**config.mk**
```make
export PLATFORM = sky130hd
export DESIGN_NAME = command_decoder_mc
export DESIGN_NICKNAME = d
export VERILOG_FILES = /design/src/rtl/cmd_dec_pkg.sv /design/src/rtl/cd_header_match.sv /design/src/rtl/command_decoder_mc.sv
export SDC_FILE = /design/constraint.sdc
export NUM_CORES = 1
export LEC_CHECK = 0
export CELL_PAD_IN_SITES_DETAIL_PLACEMENT = 0
export CELL_PAD_IN_SITES_GLOBAL_PLACEMENT = 1
export CORE_ASPECT_RATIO = 0.8
export CORE_MARGIN = 4
export CORE_UTILIZATION = 37
export DETAILED_ROUTE_END_ITERATION = 6
export GPL_TIMING_DRIVEN = 0
export PLACE_DENSITY_LB_ADDON = 0.1
export SLEW_MARGIN = 20
export SYNTH_ARGS = -nofsm -noshare
export SYNTH_HDL_FRONTEND = slang
export SYNTH_SLANG_ARGS = --single-unit
```
**constraint.sdc**
```tcl
create_clock -name clk_input -period 1.7 [get_ports clk_input]
set_input_delay 0.255 -clock clk_input [delete_from_list [all_inputs] [get_ports clk_input]]
set_output_delay 0.255 -clock clk_input [all_outputs]
set_load 0.005 [all_outputs]
```
**src/rtl/cmd_dec_pkg.sv**
```systemverilog
// Shared state encoding and default protocol constants for the uplink command decoder.
package cmd_dec_pkg;

    typedef enum logic [2:0] {
        IDLE,
        CMD,
        CFG,
        CMOS,
        DRAIN
    } state_t;

    localparam logic [31:0] DEF_HEAD_PATTERN = 32'h7CD2_15D8;
    localparam logic [7:0]  DEF_OP_CFG       = 8'hA;
    localparam logic [7:0]  DEF_OP_CMOS      = 8'h55;
    localparam logic [7:0]  DEF_OP_FPGA      = 8'hFF;

endpackage

```
**src/rtl/cd_header_match.sv**
```systemverilog
// Sync header detector: a window of the last HEAD_WORDS valid words, cleared by any
// receive_en gap, with a registered match flag.
module cd_header_match #(
    parameter int DATA_W = 16,
    parameter int HEAD_WORDS = 2,
    parameter logic [HEAD_WORDS*DATA_W-1:0] HEAD_PATTERN = '0
) (
    input  logic              clk_input,
    input  logic              reset,
    input  logic              receive_en,
    input  logic [DATA_W-1:0] data_in,
    output logic              match
);

    localparam int CNT_W = $clog2(HEAD_WORDS + 1);
    localparam logic [CNT_W-1:0] FULL_RUN = CNT_W'(HEAD_WORDS);

    logic [HEAD_WORDS*DATA_W-1:0]     window;
    logic [(HEAD_WORDS+1)*DATA_W-1:0] shifted;
    logic [HEAD_WORDS*DATA_W-1:0]     window_next;
    logic [CNT_W-1:0]                 run;
    logic [CNT_W-1:0]                 run_next;

    // Newest word enters at the LS end, so the first header word ends up in the MS word.
    assign shifted     = {window, data_in};
    assign window_next = shifted[HEAD_WORDS*DATA_W-1:0];
    assign run_next    = (run == FULL_RUN) ? run : run + 1'b1;

    always_ff @(posedge clk_input) begin
        if (reset || !receive_en) begin
            window <= '0;
            run    <= '0;
            match  <= 1'b0;
        end else begin
            window <= window_next;
            run    <= run_next;
            match  <= (run_next == FULL_RUN) && (window_next == HEAD_PATTERN);
        end
    end

endmodule

```
**src/rtl/command_decoder_mc.sv**
```systemverilog
// Uplink command decoder: finds the sync header, decodes one command word and routes
// the payload to the CMOS FIFO, a config RAM region or the FPGA command register.
module command_decoder_mc
    import cmd_dec_pkg::*;
#(
    parameter int DATA_W = 16,
    parameter int HEAD_WORDS = 2,
    parameter logic [HEAD_WORDS*DATA_W-1:0] HEAD_PATTERN = DEF_HEAD_PATTERN,
    parameter int OFS_W = 8,
    parameter int REG_W = 2,
    parameter logic [7:0] OP_CFG = DEF_OP_CFG,
    parameter logic [7:0] OP_CMOS = DEF_OP_CMOS,
    parameter logic [7:0] OP_FPGA = DEF_OP_FPGA
) (
    input  logic                   clk_input,
    input  logic                   reset,
    input  logic                   receive_en,
    input  logic [DATA_W-1:0]      data_in,
    output logic [DATA_W-1:0]      data_out,
    output logic                   fifo_cmos_en,
    output logic                   config_ram_en,
    output logic [REG_W+OFS_W-1:0] config_ram_addr,
    output logic [7:0]             FPGA_command,
    output logic                   FPGA_command_latch,
    output logic                   frame_err,
    output logic                   addr_overflow
);

    state_t state, state_n;

    logic              match;
    logic [DATA_W-1:0] d_r;
    logic              en_r, en_d;
    logic [REG_W-1:0]  region, region_n;
    logic [7:0]        len, len_n;
    logic [7:0]        cnt, cnt_n;
    logic [OFS_W-1:0]  ofs, ofs_n;
    logic              full, full_n;

    logic [DATA_W-1:0]      data_n;
    logic                   cmos_n, ram_n, latch_n, err_n, ovf_n;
    logic [REG_W+OFS_W-1:0] addr_n;
    logic [7:0]             fpga_n;

    // The detector looks at the raw stream so its match lines up with the command word
    // arriving in d_r on the first CMD cycle.
    cd_header_match #(
        .DATA_W      (DATA_W),
        .HEAD_WORDS  (HEAD_WORDS),
        .HEAD_PATTERN(HEAD_PATTERN)
    ) u_header_match (
        .clk_input (clk_input),
        .reset     (reset),
        .receive_en(receive_en),
        .data_in   (data_in),
        .match     (match)
    );

    always_comb begin
        // NOTE: every variable gets a default before the case so no path can infer a latch.
        state_n  = state;
        region_n = region;
        len_n    = len;
        cnt_n    = cnt;
        ofs_n    = ofs;
        full_n   = full;
        data_n   = data_out;
        addr_n   = config_ram_addr;
        fpga_n   = FPGA_command;
        cmos_n   = 1'b0;
        ram_n    = 1'b0;
        latch_n  = 1'b0;
        err_n    = 1'b0;
        ovf_n    = 1'b0;

        unique case (state)
            IDLE: if (match) state_n = CMD;
            CMD: begin
                if (en_r) begin
                    if (d_r[DATA_W-1 -: 4] == OP_CFG[3:0]) begin
                        state_n  = CFG;
                        region_n = d_r[DATA_W-5 -: REG_W];
                        len_n    = d_r[7:0];
                        cnt_n    = '0;
                        ofs_n    = '0;
                        full_n   = 1'b0;
                    end else if (d_r[DATA_W-1 -: 8] == OP_CMOS) begin
                        state_n = CMOS;
                    end else if (d_r[DATA_W-1 -: 8] == OP_FPGA) begin
                        fpga_n  = d_r[7:0];
                        latch_n = 1'b1;
                        state_n = DRAIN;
                    end else begin
                        err_n   = 1'b1;
                        state_n = DRAIN;
                    end
                end else if (!en_d) begin
                    err_n   = 1'b1;
                    state_n = IDLE;
                end
            end
            CFG: begin
                if (en_r) begin
                    if (full) begin
                        ovf_n   = 1'b1;
                        state_n = DRAIN;
                    end else begin
                        ram_n  = 1'b1;
                        data_n = d_r;
                        addr_n = {region, ofs};
                        cnt_n  = cnt + 8'd1;
                        // The last offset is written, then the region is marked full instead of wrapping.
                        if (&ofs) full_n = 1'b1;
                        else      ofs_n  = ofs + OFS_W'(1);
                        if (len != 8'd0 && cnt + 8'd1 == len) state_n = DRAIN;
                    end
                end else if (!en_d) begin
                    state_n = IDLE;
                end
            end
            CMOS: begin
                if (en_r) begin
                    cmos_n = 1'b1;
                    data_n = d_r;
                end else if (!en_d) begin
                    state_n = IDLE;
                end
            end
            DRAIN: if (!en_r) state_n = IDLE;
            default: state_n = IDLE;
        endcase
    end

    always_ff @(posedge clk_input) begin
        if (reset) begin
            state              <= IDLE;
            d_r                <= '0;
            en_r               <= 1'b0;
            en_d               <= 1'b0;
            region             <= '0;
            len                <= '0;
            cnt                <= '0;
            ofs                <= '0;
            full               <= 1'b0;
            data_out           <= '0;
            fifo_cmos_en       <= 1'b0;
            config_ram_en      <= 1'b0;
            config_ram_addr    <= '0;
            FPGA_command       <= '0;
            FPGA_command_latch <= 1'b0;
            frame_err          <= 1'b0;
            addr_overflow      <= 1'b0;
        end else begin
            // NOTE: non-blocking updates keep every register sampling pre-edge values.
            state              <= state_n;
            d_r                <= data_in;
            en_r               <= receive_en;
            en_d               <= en_r;
            region             <= region_n;
            len                <= len_n;
            cnt                <= cnt_n;
            ofs                <= ofs_n;
            full               <= full_n;
            data_out           <= data_n;
            fifo_cmos_en       <= cmos_n;
            config_ram_en      <= ram_n;
            config_ram_addr    <= addr_n;
            FPGA_command       <= fpga_n;
            FPGA_command_latch <= latch_n;
            frame_err          <= err_n;
            addr_overflow      <= ovf_n;
        end
    end

endmodule

```
# ---- Word-level counts from Yosys, hierarchy flattened
# Index checks and enable logic that the tools add are counted.
dict set report totals {
  ff_bits 106
  elab_cells 112
  in_bits 19
  out_inout_bits 39
}
dict set report classes {
  mux 40
  n_reduce_logical 21
  bitwise 7
  n_eq_ne 21
  n_addsub 3
}
# operator count
set op_table {}
lappend op_table {{two-way mux 8 bit} 7}
lappend op_table {{two-way mux 16 bit} 3}
lappend op_table {{== test 32 x 31 -> 1 bit (second input constant)} 1}
lappend op_table {{one-hot mux 16 bit (2 select lines)} 1}
lappend op_table {{one-hot mux 8 bit (2 select lines)} 2}
lappend op_table {{two-way mux 3 bit} 10}
lappend op_table {{adder 8 x 1 -> 8 bit (second input constant)} 2}
lappend op_table {{!= test 2 bit (second input constant)} 8}
lappend op_table {{one-hot mux 3 bit (5 select lines)} 1}
lappend op_table {{two-way mux 1 bit} 14}
lappend op_table {{AND reduction 4 bit} 3}
lappend op_table {{AND reduction 5 bit} 2}
lappend op_table {{== test 8 x 7 -> 1 bit (second input constant)} 1}
lappend op_table {{== test 8 bit} 1}
lappend op_table {{== test 8 bit (second input constant)} 1}
lappend op_table {{AND reduction 8 bit} 1}
lappend op_table {{nonzero test 8 bit} 1}
lappend op_table {{inverter 1 bit} 7}
lappend op_table {{== test 3 x 2 -> 1 bit (second input constant)} 2}
lappend op_table {{AND reduction 3 bit} 2}
lappend op_table {{AND reduction 6 bit} 1}
lappend op_table {{OR reduction 5 bit} 1}
lappend op_table {{== test 2 bit (second input constant)} 2}
lappend op_table {{== test 4 bit (second input constant)} 1}
lappend op_table {{other kinds (14)} 17}

# ---- Longest topological paths before layout
dict set report depth {
  word_depth 7
  mapped_depth 8
  ltp_nobuf 7
}

# ---- By module
# Synthesis repeated with hierarchy kept, for this count alone.
dict set report unflattened {
  cells_unflattened 447
  area_unflattened_um2 4210.3
}
# mod area_per_inst_um2 cells_per_inst instances seq_area_each_um2
set modules_own_cells {}
lappend modules_own_cells {command_decoder_mc 3559.7 392 1 1741.7}
lappend modules_own_cells {cd_header_match 650.6 55 1 380.4}

# ---- Least setup slack after synthesis
# OpenSTA, ideal clock, no wires.
dict set report synth_timing {
  path_kind {input -> register}
  start {in cnt[0]}
  end {reg state[2]}
  n_path_buf 0
  stages 8
  slack_ns -0.062
  arrival_time_ns 1.642
  setup_ns 0.120
  required_ns 1.580
  path_cell_list {dfxtp_1 ha_1 nand3_1 or3_1 a21oi_1 a311oi_1 a31oi_1 nor2_1}
}
dict set report synth_between {
  elab_chain_cells 5
}
# item line_no
set synth_lines {}
lappend synth_lines {{start: declaration} command_decoder_mc.sv:36} ;# logic [7:0] cnt, cnt_n;
lappend synth_lines {{adder 8 x 1 -> 8 bit} command_decoder_mc.sv:115} ;# if (len != 8'd0 && cnt + 8'd1 == len) state_n = DRAIN;
lappend synth_lines {{== test 8 bit} command_decoder_mc.sv:115}
lappend synth_lines {{logical AND 1 bit} command_decoder_mc.sv:115}
lappend synth_lines {{!= test 4 bit (no line)} -}
lappend synth_lines {{AND reduction 4 bit (no line)} -}
lappend synth_lines {{end signal: assignment} command_decoder_mc.sv:155} ;# state <= state_n;
lappend synth_lines {{end: declaration} command_decoder_mc.sv:29} ;# state_t state, state_n;
# No other way between the ends.
# A chain may end at the register's enable or synchronous reset.

# ---- Final worst setup path
dict set report layout_timing {
  start {in cnt[5]}
  end {reg state[2]}
}
# Same word-level chain as after synthesis.

==> results.rst <==
.. list-table::
   :header-rows: 1

   * - Metric
     - Value
   * - Leakage power figure
     - 2.04 nW
   * - Layout net count
     - 559
   * - Worst-Skew Late Latency
     - 350 ps
   * - Startpoint of the worst register-to-register path
     - cnt[5]
   * - Area grow syn2layout
     - 33.8%
   * - FP Rows
     - 34
   * - Max transition margin
     - 56.9%
   * - # clock sinks
     - 106
   * - Commonest cells after routing, fill and taps aside
     - 98 x sky130_fd_sc_hd__dfxtp_1, 57 x sky130_fd_sc_hd__clkdlybuf4s50_1, 54 x sky130_fd_sc_hd__nand2_1
   * - Area taken by multi-input logic gates
     - 0.00212 mm²
   * - Endpoints failing hold
     - 0
   * - Total area of sequential cells
     - 0.00214 mm²
   * - First-pass GRT wire length
     - 17500 µm
   * - Clock tree from TritonCTS
     - done
   * - Overall routed net length
     - 10900 µm
   * - WP data arrival
     - 2040 ps
   * - Critical path type
     - reg -> reg
   * - Leading area contributor after synthesis
     - sky130_fd_sc_hd__dfxtp_1
   * - Synthesized Nets
     - 475
   * - Failing checks
     - setup timing
   * - Part of the cycle the worst path needs
     - 106%
   * - Io pins
     - 58
   * - Antenna diode instance count
     - 0
   * - Outcome
     - complete, but fails checks
   * - CTS H-Tree Depth
     - 3
   * - Area share of the largest cell type after synthesis
     - 50.7%
   * - Tightest Hold Check Type
     - reg -> reg
   * - # hold bufs at CTS
     - 0
   * - Worst-case clock skew
     - 6.43 ps
   * - Cell area after synthesis
     - approximately 0.0042 mm²
   * - Number of detailed-route iterations in the first pass
     - 4
   * - Instance count of the mapped netlist
     - 453
   * - Fin area
     - 0.00560 mm²
   * - Power density over the cells
     - 957 mW/mm²
   * - Routability cong.
     - 0.827
   * - Max rail drop VDD
     - 0.503 mV
   * - Vertical extent of the die
     - 103 µm
   * - Count of buffers inserted at the top-level ports
     - 57
   * - Number of flops mapped to enable cells by yosys
     - 0
   * - Vias per std cell
     - 4.94
   * - Setup Slack @ Placement
     - -423 ps
   * - Residual DRC count
     - 0
   * - Sequential-to-total area share from yosys stat
     - approximately half
   * - Slew Limit Fails
     - 0
   * - Leading register cell type out of synthesis
     - sky130_fd_sc_hd__dfxtp_1
   * - Post-layout min period
     - 1800 ps
   * - Launch point of the critical path
     - cnt[5]
   * - Share of post-route cells with drive strength above 1
     - 18.1%
   * - Clock-pin transition on the worst setup and hold timing paths
     - roughly 70 ps
   * - Setup Viol. Count Final
     - 5
   * - Post-DR wirelength/cell
     - between 15 and 20 µm
   * - Leading cell type in the layout, fill and taps excluded
     - sky130_fd_sc_hd__dfxtp_1
   * - Capturing element type of the critical path
     - flop
   * - Peak Freq
     - 0.557 GHz
   * - Maximum capacitance violations
     - 0
   * - Required @ worst endpoint
     - 1940 ps
   * - Initial antenna violation count
     - 0
   * - Maximum number of pins on one net before global-route repair
     - 20
   * - Largest cells by area after synthesis
     - sky130_fd_sc_hd__dfxtp_1 51%, sky130_fd_sc_hd__mux2i_1 6.2%, sky130_fd_sc_hd__nand2_1 4.8%, sky130_fd_sc_hd__nor2_1 4.7%, sky130_fd_sc_hd__a21oi_1 3.9%
   * - Horizontal die dimension
     - 127 µm
   * - Total clock buffers created by CTS
     - 9
   * - Final setup slack of the worst path
     - -95.9 ps
   * - Die outline area
     - between 0.01 and 0.015 mm²
   * - Yosys reg bits
     - 106
   * - Worst slew pin tran
     - 647 ps
   * - Final ANT Viol Nets
     - 0
   * - Detailed Route Iter0 Violations
     - approximately 190
   * - Total of fill cells in the finished design
     - 1053
   * - Number of global-route vias before repair
     - 3356
   * - Maximum clock path buffer count
     - 2
   * - Overflow left after global routing
     - 0
   * - Detailed placement HPWL
     - 7760 µm
   * - Post-DP Area
     - 0.00494 mm²
   * - Worst setup SP type
     - flop
   * - CTS Root Cell
     - sky130_fd_sc_hd__clkbuf_16
   * - RSZ-0062 raised after global routing
     - yes
   * - Top fanout value on the critical path
     - 9
   * - Syn. warnings
     - 0
   * - Total routing usage reported by global routing
     - between 10% and 20%
   * - DR vias
     - 3391
   * - Syn avg cell area
     - 9.23 µm²
   * - Post-synth cell types
     - between 50 and 60
   * - CORE AREA
     - 0.0110 mm²
   * - Initial standard-cell utilization of the core
     - 38.1%
   * - Launch instance of the worst min-delay path
     - config_ram_addr[7]
   * - Proportion of register bits with asynchronous set or reset after synthesis
     - 0%
   * - Post-layout power
     - 0.00536 W
through the flow:
| step | std cells | TNS, ps | hold WS, ps | utilization (%) |
|---|---|---|---|---|
| floorplan | 453 | 0 | 346 | - |
| global placement | 654 | -20870 | 446 | 45.0 |
| detailed placement | 654 | -21130 | 447 | 45.0 |
| CTS | 681 | -90.6 | 458 | 49.7 |
| global route | 686 | -893 | 481 | 51.0 |
| finish | 686 | -177 | 455 | 51.0 |
critical path, cell delays in order, from the launching register on:
cell                       delay, ps
sky130_fd_sc_hd__dfxtp_1         300
sky130_fd_sc_hd__buf_2           210
sky130_fd_sc_hd__nand2_1         200
sky130_fd_sc_hd__or3_4           380
sky130_fd_sc_hd__a21oi_2         170
sky130_fd_sc_hd__a311oi_2         70
sky130_fd_sc_hd__a31oi_2         200
sky130_fd_sc_hd__buf_4           150
sky130_fd_sc_hd__nor2_1           30
cell type report:
type	instances	area share [%]
Tap cell	144	3.22
Multi-Input combinational cell	319	37.8
Sequential cell	106	38.3
Buffer	21	2.39
Timing Repair Buffer	78	13.1
Clock buffer	9	4.02
Inverter	2	0.134
Clock inverter	7	1.07
path summary, 6_finish.rpt:
path | slack, ps | cells past startpoint | to
min | 450 | 2 | config_ram_addr[7]
max reg2reg | -100 | 8 | state[2]
max | -100 | 8 | state[2]
min reg2reg | 450 | 2 | config_ram_addr[7]
report_power, final:
group / total, W / internal, W / switching, W
Sequential: 0.00264 / 0.00257 / 0.0000658
Clock: 0.00199 / 0.00102 / 0.000975
Combinational: 0.000726 / 0.000364 / 0.000362
state kept, by name (all words and copies together) (netlist names), 3 cells and up:
| register | count |
|---|---|
| u_header_match.window | 16 |
| FPGA_command | 8 |
| config_ram_addr | 10 |
| cnt | 8 |
| state | 3 |
| len | 8 |
| d_r | 16 |
| ofs | 8 |
| data_out | 16 |
per-layer routing:
layer | wire (µm) | up-vias | global-route usage, %
li1 | - | 1719 | -
met1 | 5810 | 1595 | 24.6
met2 | 4610 | 65 | 25.7
met3 | 352 | 12 | 3.57
met4 | 146 | 0 | 5.44
met5 | 0 | - | 0
cells by family (layout without fill, tap and decap cells):
logic type               after synthesis  in the layout  synth area share [%]
flip-flops                           106            106                  50.7
AO/OA/AOI/OAI                         68             68                  9.87
XOR/XNOR                              13             13                  2.72
AND/OR/NAND/NOR                      209            209                  26.1
multiplexers                          26             26                  6.22
adder cells (fa/ha/maj)                3              3                 0.897
buffers and inverters                 28            117                  3.44
Yosys cell counts (3+ instances only):
master                      instances
sky130_fd_sc_hd__dfxtp_1          106
sky130_fd_sc_hd__nand2_1           54
sky130_fd_sc_hd__nor2_1            52
sky130_fd_sc_hd__a21oi_1           33
sky130_fd_sc_hd__mux2i_1           26
sky130_fd_sc_hd__nor2b_1           23
sky130_fd_sc_hd__and2_1            20
sky130_fd_sc_hd__clkbuf_1          15
sky130_fd_sc_hd__nand3_1           10
sky130_fd_sc_hd__xor2_1             9
sky130_fd_sc_hd__o21ai_0            8
sky130_fd_sc_hd__nor3_1             7
sky130_fd_sc_hd__a31oi_1            5
sky130_fd_sc_hd__and3_1             5
sky130_fd_sc_hd__nand2b_1           5
sky130_fd_sc_hd__nand3b_1           5
sky130_fd_sc_hd__buf_2              4
sky130_fd_sc_hd__nor4_1             4
sky130_fd_sc_hd__o2111ai_1          4
sky130_fd_sc_hd__xnor2_1            4
sky130_fd_sc_hd__a211oi_1           3
sky130_fd_sc_hd__buf_4              3
sky130_fd_sc_hd__buf_6              3
sky130_fd_sc_hd__ha_1               3
timing repair:
| action | CTS | global route |
|---|---|---|
| hold endpoints to repair | 0 | 0 |
| buffers inserted | 14 | 7 |
| gates resized for setup | 41 | 33 |
| endpoints found under the setup margin | 65 | 72 |
| gates cloned | 0 | 0 |
| pin swaps | 15 | 14 |
No activity file was read; power rests on OpenSTA's default activity.
==> variant 1, RTL diff (config.mk and constraints unchanged) <==
Remove the register `fifo_cmos_en`: a continuous assignment takes its place, so the output `fifo_cmos_en` follows one clock earlier.
--- a/src/rtl/command_decoder_mc.sv
+++ b/src/rtl/command_decoder_mc.sv
@@ -144,5 +144,4 @@
             full               <= 1'b0;
             data_out           <= '0;
-            fifo_cmos_en       <= 1'b0;
             config_ram_en      <= 1'b0;
             config_ram_addr    <= '0;
@@ -163,5 +162,4 @@
             full               <= full_n;
             data_out           <= data_n;
-            fifo_cmos_en       <= cmos_n;
             config_ram_en      <= ram_n;
             config_ram_addr    <= addr_n;
@@ -173,4 +171,6 @@
     end
 
+    assign fifo_cmos_en = cmos_n;
+
 endmodule
 
Behaviour: not the same (Yosys sat finds a counterexample within 10 cycles, from zero or initial values and one cycle with reset high).
==> variant 1 against the original RTL <==
The run still ends with negative setup slack left; synthesized area decreased by 1.2%; worst setup slack got worse by 0.00097 ns; sequential cell count decreased by 1; critical path depth increased by 1; clock skew decreased by 0.0019 ns; routed wire length increased by 1.3%; final area increased by 4.0%; critical path type unchanged; highest routed layer unchanged.
Power is not compared: it rests on default switching activity, and its combinational part moved more than twofold at a synthesized area within 25%.
==> variant 1: results (changes against the original RTL) <==
- Post-Synth XOR/XNOR Area: 2.97% (+0.24 points)
- Synth area leaders: dfxtp_1 (51%), mux2i_1 (8.5%), nor2_1 (5.0%)
- Sink Count: 105 (-0.94%)
- Reg clk slew, reported paths: 0.07 ns (about the same)
- Largest net degree at the start of global routing: 18 (-10%)
- Netlist Area Pre-Place: 4130 µm² (-1.2%)
- Multi-input gate area: 2220 µm² (+4.9%)
- Predominant post-synthesis flop cell: dfxtp_1
- Final setup viols: 19 (+14)
- Headroom to the max-slew limit: 54.2% (-2.7 points)
- Register Area: 2130 µm² (-0.64%)
- Failing checks: negative setup slack
- Vias in the first global route: 3333 (-0.69%)
- Layout filler cell count: 1026 (-2.6%)
- Setup TNS: -1.09 ns (-0.909 ns)
- Initial DRC Count: 271 (+40%)
- Critical-path maximum fanout: 5 (-4)
- Worst Path Arrival: 2.07 ns (+0.03 ns)
- Nonclk buf count: 104 (+5.1%)
- Global-route wire length before repair: 17400 µm (-0.15%)
- Final net count: 545 (-2.5%)
- GR Util met1: 24.8% (+0.20 points)
- Final Wtd Congestion: 0.795 (-3.8%)
- WL/cell: 16.5 µm (+3.4%)
- Status: finished, violations left
- Post-Synth Adder-Cell Area: 0.908% (+0.011 points)
- Multiplexer share of the synthesized area: 8.47% (+2.3 points)
- Final worst setup slack: -0.0969 ns (-0.000972 ns)
- Post-synthesis sequential area ratio: 50.8% (+0.11 points)
- Clock network area share: 5.22% (+0.13 points)
- GR Util met3: 4.09% (+0.52 points)
- Top post-synthesis cells by count: dfxtp_1 (105), nor2_1 (55), mux2i_1 (35)
- CLK BUF: 10 (+1)
- M2 GR Usage: 25.7% (+0.055 points)
- Nonclk inv count: 6 (+4)
- DP Wirelength: 7540 µm (-2.8%)
- LEAKAGE: 2.19 nW
- Fraction of layout cells with a size suffix above 1: 22.3% (+4.3 points)
- GRT Resource Usage Total: 17.1% (+0.058 points)
[variant 1: final timing paths]
path / slack (ns) / cells past startpoint / start / end
setup reg to reg: -0.1 / 9 / state[2] / config_ram_addr[1]
hold reg to reg: 0.46 / 2 / config_ram_addr[0] / config_ram_addr[0]
setup / recovery: -0.1 / 9 / state[2] / config_ram_addr[1]
hold / removal: 0.46 / 2 / config_ram_addr[0] / config_ram_addr[0]
[variant 1: cells by family after synthesis]
| group | count (synthesis) |
|---|---|
| and+or+nand+nor | 193 |
| DFF | 105 |
| AOI/OAI and AO/OA | 52 |
| muxes | 35 |
| buffers and inverters | 28 |
| xor gates and xnor gates | 14 |
| adders and majority gates | 3 |
[variant 1: worst max-delay path, cell delays in order (launching register included)]
cell	delay [ns]
dfxtp_2	0.32
buf_6	0.13
or3b_1	0.36
buf_6	0.16
buf_6	0.12
nor3_4	0.12
buf_6	0.17
buf_8	0.15
nand2_2	0.06
a21oi_2	0.13
[variant 1: what timing repair did]
| item | CTS | global route |
|---|---|---|
| pin swaps | 17 | 15 |
| resized for setup | 52 | 64 |
| cloned | 1 | 1 |
| setup endpoints to repair | 58 | 69 |
| setup buffers | 20 | 5 |
[variant 1: routing by layer]
metal / wire length [µm] / vias up
li1: - / 1682
met1: 5710 / 1644
met2: 4810 / 72
met3: 494 / 4
met4: 51 / 0
met5: 0 / -
[variant 1: through the flow]
step | setup slack, ns | std cells | total power [mW] | util, % | area, µm²
6_report | -0.0969 | 672 | 4.80 | 53.5 | 5820
3_5_place_dp | -0.455 | 631 | 2.74 | 45.0 | 4900
2_1_floorplan | -0.0162 | 430 | 2.65 | - | 4150
4_1_cts | -0.136 | 667 | 4.86 | 51.0 | 5550
3_3_place_gp | -0.388 | 631 | 2.74 | 45.0 | 4900
5_1_grt | -0.151 | 672 | 4.98 | 53.5 | 5820
==> variant 2, RTL diff (same flow settings) <==
Made on the original files. `HEAD_WORDS` is set to 2 in 2 places; all go to 8.
--- a/src/rtl/cd_header_match.sv
+++ b/src/rtl/cd_header_match.sv
@@ -3,5 +3,5 @@
 module cd_header_match #(
     parameter int DATA_W = 16,
-    parameter int HEAD_WORDS = 2,
+    parameter int HEAD_WORDS = 8,
     parameter logic [HEAD_WORDS*DATA_W-1:0] HEAD_PATTERN = '0
 ) (
--- a/src/rtl/command_decoder_mc.sv
+++ b/src/rtl/command_decoder_mc.sv
@@ -5,5 +5,5 @@
 #(
     parameter int DATA_W = 16,
-    parameter int HEAD_WORDS = 2,
+    parameter int HEAD_WORDS = 8,
     parameter logic [HEAD_WORDS*DATA_W-1:0] HEAD_PATTERN = DEF_HEAD_PATTERN,
     parameter int OFS_W = 8,
Formal check against the unedited RTL: not equivalent (a bounded check fails within 10 cycles, from zero or initial values and one cycle with reset high).
==> variant 2 against the original RTL <==
The flow still finishes with violations (negative setup slack); critical endpoint unchanged; clock power grew 130%; highest routed layer unchanged; sequential cell count grew 98; worst setup slack lost 0.28 ns; critical path type unchanged; hold slack lost 0.23 ns; routed wire length grew 67%; non-clock buffer count is the same; final area grew 61%; total power grew 80%; count of clock-buffer cells in the layout grew 20; critical path depth grew 1; synthesized area grew 68%; clock skew shrank 0.00062 ns.
==> variant 2: results (changes against the original RTL) <==
- Status: finished, violations left
- Failing checks: negative setup slack
- Num CTS Buffers: 21 (+12)
- M2 GR Usage: 22.8% (-2.9 points)
- Final setup viols: 31 (+26)
- H-tree depth: 1 (-2)
- Seq power: 4.87 mW (+84%)
- GR Util met1: 27.2% (+2.6 points)
- Hold slack: 0.226 ns (-0.229 ns)
- Clk buf depth: 3 (+1)
- Worst clock skew: 0.00581 ns (-0.000617 ns)
- Yosys cell types: 50 (-7.4%)
- Vias in the first global route: 5071 (+51%)
- Layout filler cell count: 1747 (+66%)
- LEAKAGE: 3.38 nW (+66%)
- Largest regs: u_header_match.window: 112 flops, d_r: 16 flops, data_out: 16 flops
- Setup TNS: -3.78 ns (-3.60 ns)
- Comb_multi_in: 454 (+42%)
- Final worst setup slack: -0.374 ns (-0.278 ns)
- Sink Count: 204 (+92%)
- CLK BUF: 29 (+20)
- CP max stage cell: or4b_1
- WL/cell: 17.3 µm (+8.6%)
- DR pass1 iterations: 5 (+1)
- Final net count: 811 (+45%)
- Initial DRC Count: 295 (+52%)
- Register Area: 4100 µm² (+91%)
- Largest net degree at the start of global routing: 15 (-25%)
- Reg-to-reg startpoint: cnt[1]
- Nonclk inv count: 8 (+6)
- Global-route wire length before repair: 28400 µm (+63%)
- Top post-synthesis cells by count: dfxtp_1 (204), and2_1 (116), nand2_1 (57)
- Multiplexer share of the synthesized area: 3.70% (-2.5 points)
- Power in the clock group: 4.49 mW (+130%)
- Largest stage delay, worst path: 0.48 ns (+0.10 ns)
- Worst-Skew Late Latency: 0.48 ns (+0.13 ns)
- Worst Path Arrival: 2.49 ns (+0.45 ns)
- WL met1: 9850 µm (+70%)
- NonClk Buf Share: 9.91% (-5.6 points)
- Metal2 WL: 6960 µm (+51%)
- Slew at the pin closest to its max-slew limit: 0.899 ns (+0.253 ns)
- WL met3: 1160 µm (+230%)
- GRT Resource Usage Total: 16.8% (-0.28 points)
- Post-Synth XOR/XNOR Area: 1.74% (-0.98 points)
- Final Wtd Congestion: 0.891 (+7.8%)
- Compound-Gate Fraction of Synth Area: 5.73% (-4.1 points)
- Hold endpoint: en_d
- Synth area leaders: dfxtp_1 (58%), and2_1 (10%), mux2i_1 (3.7%)
- Worst min-delay path category: in2reg
- Setup slack at placement: -0.742 ns (-0.319 ns)
- Fraction of layout cells with a size suffix above 1: 13.5% (-4.6 points)
- Post-synthesis sequential area ratio: 58.1% (+7.4 points)
==> variant 2: cell types whose count changed in the layout (fill, tap and decap cells not counted), moves of 14 or more <==
cell | before | now
buf_4 | 23 | 8
dfxtp_1 | 98 | 196
and2_1 | 18 | 116
clkbuf_16 | 9 | 23
nor4_1 | 2 | 17
clkbuf_1 | 5 | 20
==> variant 2: through the flow <==
step	total power, mW	utilization [%]	instance area [µm²]	cells
final	9.63	49.2	9040	1054
after global routing	10.0	49.2	9040	1054
after CTS	9.75	48.7	8960	1055
after detailed placement	5.22	43.3	7970	1008
after global placement	5.21	43.3	7970	1008
after floorplan	5.08	-	7080	698
==> variant 2: timing repair <==
item	4_1_cts	5_1_grt
gates resized for setup	41	25
hold endpoints to repair	0	0
setup buffers	10	1
setup endpoints to repair	115	118
gates cloned	2	0
pin swaps	11	8
